$ cat config.mk
export PLATFORM = sky130hd
export DESIGN_NAME = dac_write_seq_flat
export DESIGN_NICKNAME = d
export VERILOG_FILES = /design/src/rtl/dac_write_seq_if.sv /design/src/rtl/dac_write_seq.sv /design/src/flat_wrapper.sv
export SDC_FILE = /design/constraint.sdc
export NUM_CORES = 1
export LEC_CHECK = 0
export BUFFER_PORTS_ARGS = -buffer_cell sky130_fd_sc_hd__buf_2
export CORE_MARGIN = 8
export CORE_UTILIZATION = 28
export CTS_CLUSTER_SIZE = 12
export DETAILED_ROUTE_END_ITERATION = 10
export GPL_TIMING_DRIVEN = 0
export PLACE_DENSITY = 0.47
export SYNTH_ARGS = -nofsm -noshare
export SYNTH_HDL_FRONTEND = slang
export SYNTH_SLANG_ARGS = --single-unit
$ cat constraint.sdc
create_clock -name clk -period 6.3 [get_ports clk]
set_clock_uncertainty 0.15 [all_clocks]
set_input_delay 0.315 -clock clk [delete_from_list [all_inputs] [get_ports clk]]
set_output_delay 0.315 -clock clk [all_outputs]
set_load 0.02 [all_outputs]
$ cat src/rtl/dac_write_seq_if.sv
// Request channel into the DAC write sequencer: one sample per valid/ready handshake.
// Latency: none (wires only).
// Backpressure: req_ready is driven by the sequencer and stays low while a write is in flight.
//
// Signals:
//   req_valid  sample request
//   req_data   8-bit DAC code
//   req_ch     channel select, 0 = A, 1 = B
//   req_ready  sequencer idle and able to accept
interface dac_write_seq_if;
    logic       req_valid;
    logic [7:0] req_data;
    logic       req_ch;
    logic       req_ready;

    modport master (
        output req_valid,
        output req_data,
        output req_ch,
        input  req_ready
    );

    modport slave (
        input  req_valid,
        input  req_data,
        input  req_ch,
        output req_ready
    );
endinterface

$ cat src/rtl/dac_write_seq.sv
// Bus-write sequencer for an 8-bit parallel dual-channel DAC: one WRn pulse per accepted sample.
// Latency: accept to next ready = SETUP+WR+HOLD(+LDAC)+GAP cycles; done pulses on the first idle cycle.
// Backpressure: req_ready is low from accept until back in IDLE; valid is ignored meanwhile.
//
// Ports:
//   clk, rst        clock and asynchronous active-low reset
//   bus (slave)     req_valid / req_data / req_ch in, req_ready out (combinational, state==IDLE)
//   dac_csn/wrn     chip select and write strobe, active low, registered
//   dac_a_b, dac_d  channel select and data bus, hold the last written sample while idle
//   dac_ldacn       load strobe, active low
//   busy, done      busy = not idle; done = one-cycle pulse on return to IDLE
//
// Optional feature macro: DAC_WR_SYNC_LDAC_EN
//   defined     : dac_ldacn idles high and pulses low for LDAC_CYC cycles after every
//                 channel-B write, so both channels update together.
//   not defined : dac_ldacn is tied low (transparent update) and there is no LDAC state.
module dac_write_seq #(
    parameter int SETUP_CYC = 20,
    parameter int WR_CYC    = 50,
    parameter int HOLD_CYC  = 30,
    parameter int GAP_CYC   = 200,
    parameter int LDAC_CYC  = 10,
    parameter int CNT_W     = 8
) (
    input  logic                  clk,
    input  logic                  rst,
    dac_write_seq_if.slave        bus,
    output logic                  dac_csn,
    output logic                  dac_wrn,
    output logic                  dac_a_b,
    output logic                  dac_ldacn,
    output logic [7:0]            dac_d,
    output logic                  busy,
    output logic                  done
);

    // A zero duration is stretched to one cycle so no state is ever skipped.
    // cnt runs 0..N-1, so each state compares against N-1.
    localparam int SETUP_EFF = (SETUP_CYC < 1) ? 1 : SETUP_CYC;
    localparam int WR_EFF    = (WR_CYC    < 1) ? 1 : WR_CYC;
    localparam int HOLD_EFF  = (HOLD_CYC  < 1) ? 1 : HOLD_CYC;
    localparam int GAP_EFF   = (GAP_CYC   < 1) ? 1 : GAP_CYC;

    localparam logic [CNT_W-1:0] SETUP_LAST = CNT_W'(SETUP_EFF - 1);
    localparam logic [CNT_W-1:0] WR_LAST    = CNT_W'(WR_EFF - 1);
    localparam logic [CNT_W-1:0] HOLD_LAST  = CNT_W'(HOLD_EFF - 1);
    localparam logic [CNT_W-1:0] GAP_LAST   = CNT_W'(GAP_EFF - 1);
`ifdef DAC_WR_SYNC_LDAC_EN
    localparam int               LDAC_EFF   = (LDAC_CYC < 1) ? 1 : LDAC_CYC;
    localparam logic [CNT_W-1:0] LDAC_LAST  = CNT_W'(LDAC_EFF - 1);
`endif

    typedef enum logic [2:0] {
        S_IDLE  = 3'd0,
        S_SETUP = 3'd1,
        S_WRITE = 3'd2,
        S_HOLD  = 3'd3,
        S_GAP   = 3'd4
`ifdef DAC_WR_SYNC_LDAC_EN
        , S_LDAC = 3'd5
`endif
    } state_t;

    state_t           state;
    logic [CNT_W-1:0] cnt;

    // Ready is combinational off the state register; reset forces IDLE, so it reads 1 in reset.
    assign bus.req_ready = (state == S_IDLE);

`ifndef DAC_WR_SYNC_LDAC_EN
    assign dac_ldacn = 1'b0;
`endif

    // All bus outputs are updated on the same edge as the state change, so each
    // output reflects the state it belongs to with no combinational decode.
    always_ff @(posedge clk or negedge rst) begin
        if (!rst) begin
            state   <= S_IDLE;
            cnt     <= '0;
            dac_csn <= 1'b1;
            dac_wrn <= 1'b1;
            dac_a_b <= 1'b0;
            dac_d   <= 8'h00;
            busy    <= 1'b0;
            done    <= 1'b0;
`ifdef DAC_WR_SYNC_LDAC_EN
            dac_ldacn <= 1'b1;
`endif
        end else begin
            done <= 1'b0;
            case (state)
                S_IDLE: begin
                    // dac_d/dac_a_b double as the latched sample, so later input
                    // changes cannot disturb a write in progress.
                    if (bus.req_valid) begin
                        state   <= S_SETUP;
                        cnt     <= '0;
                        dac_d   <= bus.req_data;
                        dac_a_b <= bus.req_ch;
                        dac_csn <= 1'b0;
                        busy    <= 1'b1;
                    end
                end
                S_SETUP: begin
                    if (cnt == SETUP_LAST) begin
                        state   <= S_WRITE;
                        cnt     <= '0;
                        dac_wrn <= 1'b0;
                    end else begin
                        cnt <= cnt + 1'b1;
                    end
                end
                S_WRITE: begin
                    if (cnt == WR_LAST) begin
                        state   <= S_HOLD;
                        cnt     <= '0;
                        dac_wrn <= 1'b1;
                    end else begin
                        cnt <= cnt + 1'b1;
                    end
                end
                S_HOLD: begin
                    if (cnt == HOLD_LAST) begin
                        cnt     <= '0;
                        dac_csn <= 1'b1;
`ifdef DAC_WR_SYNC_LDAC_EN
                        // Only a channel-B write triggers the joint load of both channels.
                        if (dac_a_b) begin
                            state     <= S_LDAC;
                            dac_ldacn <= 1'b0;
                        end else begin
                            state <= S_GAP;
                        end
`else
                        state <= S_GAP;
`endif
                    end else begin
                        cnt <= cnt + 1'b1;
                    end
                end
`ifdef DAC_WR_SYNC_LDAC_EN
                S_LDAC: begin
                    if (cnt == LDAC_LAST) begin
                        state     <= S_GAP;
                        cnt       <= '0;
                        dac_ldacn <= 1'b1;
                    end else begin
                        cnt <= cnt + 1'b1;
                    end
                end
`endif
                S_GAP: begin
                    if (cnt == GAP_LAST) begin
                        state <= S_IDLE;
                        cnt   <= '0;
                        busy  <= 1'b0;
                        done  <= 1'b1;
                    end else begin
                        cnt <= cnt + 1'b1;
                    end
                end
                default: begin
                    state   <= S_IDLE;
                    cnt     <= '0;
                    dac_csn <= 1'b1;
                    dac_wrn <= 1'b1;
                    busy    <= 1'b0;
                end
            endcase
        end
    end

endmodule

$ cat src/flat_wrapper.sv
// flat-port wrapper written by rule: the top's interface ports become plain ports
module dac_write_seq_flat 
#(
    parameter int SETUP_CYC = 20,
    parameter int WR_CYC    = 50,
    parameter int HOLD_CYC  = 30,
    parameter int GAP_CYC   = 200,
    parameter int LDAC_CYC  = 10,
    parameter int CNT_W     = 8
)
  (clk, rst, dac_csn, dac_wrn, dac_a_b, dac_ldacn, dac_d, busy, done, bus_req_valid, bus_req_data, bus_req_ch, bus_req_ready);
  dac_write_seq_if bus_i ();
  input  logic clk;
  input  logic rst;
  output logic dac_csn;
  output logic dac_wrn;
  output logic dac_a_b;
  output logic dac_ldacn;
  output logic [7:0] dac_d;
  output logic busy;
  output logic done;
  input wire logic [$bits(bus_i.req_valid)-1:0] bus_req_valid;
  input wire logic [$bits(bus_i.req_data)-1:0] bus_req_data;
  input wire logic [$bits(bus_i.req_ch)-1:0] bus_req_ch;
  output wire logic [$bits(bus_i.req_ready)-1:0] bus_req_ready;
  assign bus_i.req_valid = bus_req_valid;
  assign bus_i.req_data = bus_req_data;
  assign bus_i.req_ch = bus_req_ch;
  assign bus_req_ready = bus_i.req_ready;
  dac_write_seq #(.SETUP_CYC(SETUP_CYC), .WR_CYC(WR_CYC), .HOLD_CYC(HOLD_CYC), .GAP_CYC(GAP_CYC), .LDAC_CYC(LDAC_CYC), .CNT_W(CNT_W)) u_core (.clk(clk), .rst(rst), .bus(bus_i), .dac_csn(dac_csn), .dac_wrn(dac_wrn), .dac_a_b(dac_a_b), .dac_ldacn(dac_ldacn), .dac_d(dac_d), .busy(busy), .done(done));
endmodule
==> impl_metrics.toml <==
[flow_run]
max_cap_viol_count = 0

[layout]
nets = 162
final_core_util_pct = 35.0
design_area_mm2 = 0.00151
final_cells = 199
area_growth_pct = 21.9
antenna_cells = 0
drive_gt1_share_pct = 27.9

[power]
ir_drop_v = 0.000112
p_clk_share_pct = 45.8
comb_power_share_pct = 2.7
switching_share_pct = 18.9
leakagePower_nw = 0.723
power_mw = 0.299
intPower_mw = 0.242
power_frac_seq_pct = 51.5
p_sw_mw = 0.0564
power.density_mw_per_mm2 = 198

[detailed_routing]
wl_met1_um = 1250
dr.first_iter.drc_count = 46
route.antenna.remaining_nets = 0
top_layer = "met4"
vias = 991
firstDrtPassIters = 4
route.met3.wl_um = 303
drc_errors = 0
wl_um = 2860
met2_wirelength_um = 1290
viasPerCell = 4.98
drt-wirelength-per-cell_um = 14.4

[cts]
cts_root_buffer = "clkbuf_8"
clock_sinks = 24
cts_setup_buffers = 0
cts_max_path_buffers = 2
cts_buffers = 3
cts_tree = "yes"
htreeDepth = 1
clkLatencyLatePin_ns = 0.27
hold_buffers = 1
path_clk_slew_ns = 0.09
cts_resized = 0

[timing]
rsz0062_at_grt = "no"
finalCritPeriodShare_pct = 38.3
setup_viol = 0
maxSlewViolCount = 0
slew_headroom_pct = 54.2
tightest_slew_ns = 0.678
fin_crit_ns = 2.42
fin_tns_setup_ns = 0
fmax_mhz = 414
hold_viol = 0
fin_ws_ns = 3.88
worst_hold_slack_ns = 0.112

[global_routing]
first_global_vias = 929
grt.overflow.total = 0
track_usage_pct = 8.29
grt_pass1_wl_um = 4410
grt_start_max_net_pins = 25
grt_antenna_before_repair = 0

[worst_setup_path]
worstPathMaxFanout = 10
cpPeakStageDelay_ns = 0.68
reg2regPathDepth = 7
r2r_end = "u_core.cnt[7]$_DFFE_PN0P_"
start_kind = "register"
startpoint = "u_core.cnt[0]$_DFFE_PN0P_"
end_kind = "register"
arrival_ns = 2.42
worstSetupEndpoint = "u_core.cnt[7]$_DFFE_PN0P_"
crit_chain = "ha_1 > nand2b_2 > o41ai_1 > o211ai_2 > buf_6 > a41oi_1 > a31oi_1"
criticalPathCategory = "register to register"
cp.required_ns = 6.30
timing.rr.start = "u_core.cnt[0]$_DFFE_PN0P_"
rrSetupSlack_ns = 3.88
critPathSlowestCell = "o41ai_1"

[placement]
portBuffers = 25
place_worst_setup_slack_ns = 3.96
dp_hpwl_um = 2170
place_area_mm2 = 0.00143
place_inst = 194
place_congestion = 0.801

[floorplanning]
core_area_mm2 = 0.00432
start_util_pct = 28.7
io_pins = 27
dieWidth_um = 82.5
die_area_mm2 = 0.00681
fp-row-count = 24
die_h_um = 82.5

[logic_synthesis]
yosysUniqueCellTypes = 44
synth_top_area_share_pct = 44.4
ys.flop_type = "dfrtp_1"
yosysTopAreaCell = "dfrtp_1"
yosysMostFrequentCell = "dfrtp_1"
synth_edf_count = 0
synth.cells.most_frequent = "22 x dfrtp_1, 11 x nand2_1, 9 x mux2_1, 6 x a21oi_1"
synth_area_mm2 = 0.00124
avgSynthCellArea_um2 = 10.6
ys_ff_latch = 24
synth.area.top_cells = "dfrtp_1 44%, mux2_1 8.2%, dfstp_2 4.2%"
yosysSeqAreaShare_pct = 48.6
syn-num-nets = 131
synthArstFlopShare_pct = 100
syn_inst = 117
yosysWarnings = 0

[min_path]
hp-class = "input port to register"
whs_path_depth = 2

[outcome]
status = "finished, final reports clean"
==> critical path, delay by kind of cell (launching register included) <==
| kind | cells | cell delay, ns |
|---|---|---|
| and+or+nand+nor | 1 | 0.12 |
| buffers and inverters | 1 | 0.19 |
| adders and majority gates | 1 | 0.24 |
| DFF | 1 | 0.42 |
| AOI/OAI and AO/OA | 4 | 1.18 |
==> layout make-up <==
class	count	area, um2
Sequential cell	24	603
Inverter	6	22.5
Buffer	6	42.5
Timing Repair Buffer	26	135
Tap cell	52	65.1
Multi-Input combinational cell	81	572
Clock inverter	1	30.0
Clock buffer	3	41.3
Fill cell	463	2810
==> layer usage <==
layer	global-route usage [%]	vias up
li1	-	483
met4	1.55	0
met1	9.86	470
met5	0	-
met3	3.35	4
met2	13.9	34
==> worst min-delay path by stage <==
stage                          from                          end  slack [ns]
finish              bus_req_data[2]  u_core.dac_d[2]$_DFFE_PN0P_        0.11
global route        bus_req_data[1]  u_core.dac_d[1]$_DFFE_PN0P_        0.09
CTS                 bus_req_data[2]  u_core.dac_d[2]$_DFFE_PN0P_        0.10
detailed placement              rst  u_core.dac_d[1]$_DFFE_PN0P_        0.19
global placement                rst  u_core.dac_d[0]$_DFFE_PN0P_        0.18
floorplan                       rst      u_core.busy$_DFFE_PN0P_       -0.13
==> cell families (layout without fill, tap and decap cells) <==
family                   after synthesis  after routing  share of synthesized area [%]
AO/OA/AOI/OAI                         30             30                           17.5
flip-flops                            24             24                           48.6
adder cells (fa/ha/maj)                2              2                           2.02
AND/OR/NAND/NOR                       37             37                           16.7
XOR/XNOR                               1              1                          0.706
multiplexers                          10             10                           8.98
buffers and inverters                 12             42                           5.25
other                                  1              1                          0.302
==> flip-flops by register name (all words and copies together) (netlist names) <==
name / count
u_core.cnt: 8
u_core.dac_d: 8
u_core.state: 3
u_core.busy: 1
u_core.dac_a_b: 1
u_core.dac_csn: 1
u_core.dac_wrn: 1
u_core.done: 1
==> power groups by stage <==
stage	registers, mW	clock network [mW]	logic, mW
6_report	0.154	0.137	0.00798
4_1_cts	0.154	0.142	0.00839
2_1_floorplan	0.157	0	0.00130
3_5_place_dp	0.157	0	0.00791
5_1_grt	0.154	0.148	0.00919
3_3_place_gp	0.157	0	0.00763
==> layout by cell type, fill, tap and decap left out, types with 3 or more instances in the layout <==
master | netlist | final
inv_1 | 5 | 5
nand2_1 | 11 | 11
a21oi_1 | 6 | 6
a31oi_1 | 4 | 4
nand3_1 | 3 | 3
buf_2 | 1 | 26
clkbuf_8 | 0 | 3
dfrtp_1 | 22 | 22
o21ai_1 | 5 | 5
o21ai_0 | 3 | 3
mux2_1 | 9 | 9
nor2_1 | 5 | 5
Power figures use the tool's default switching activity.
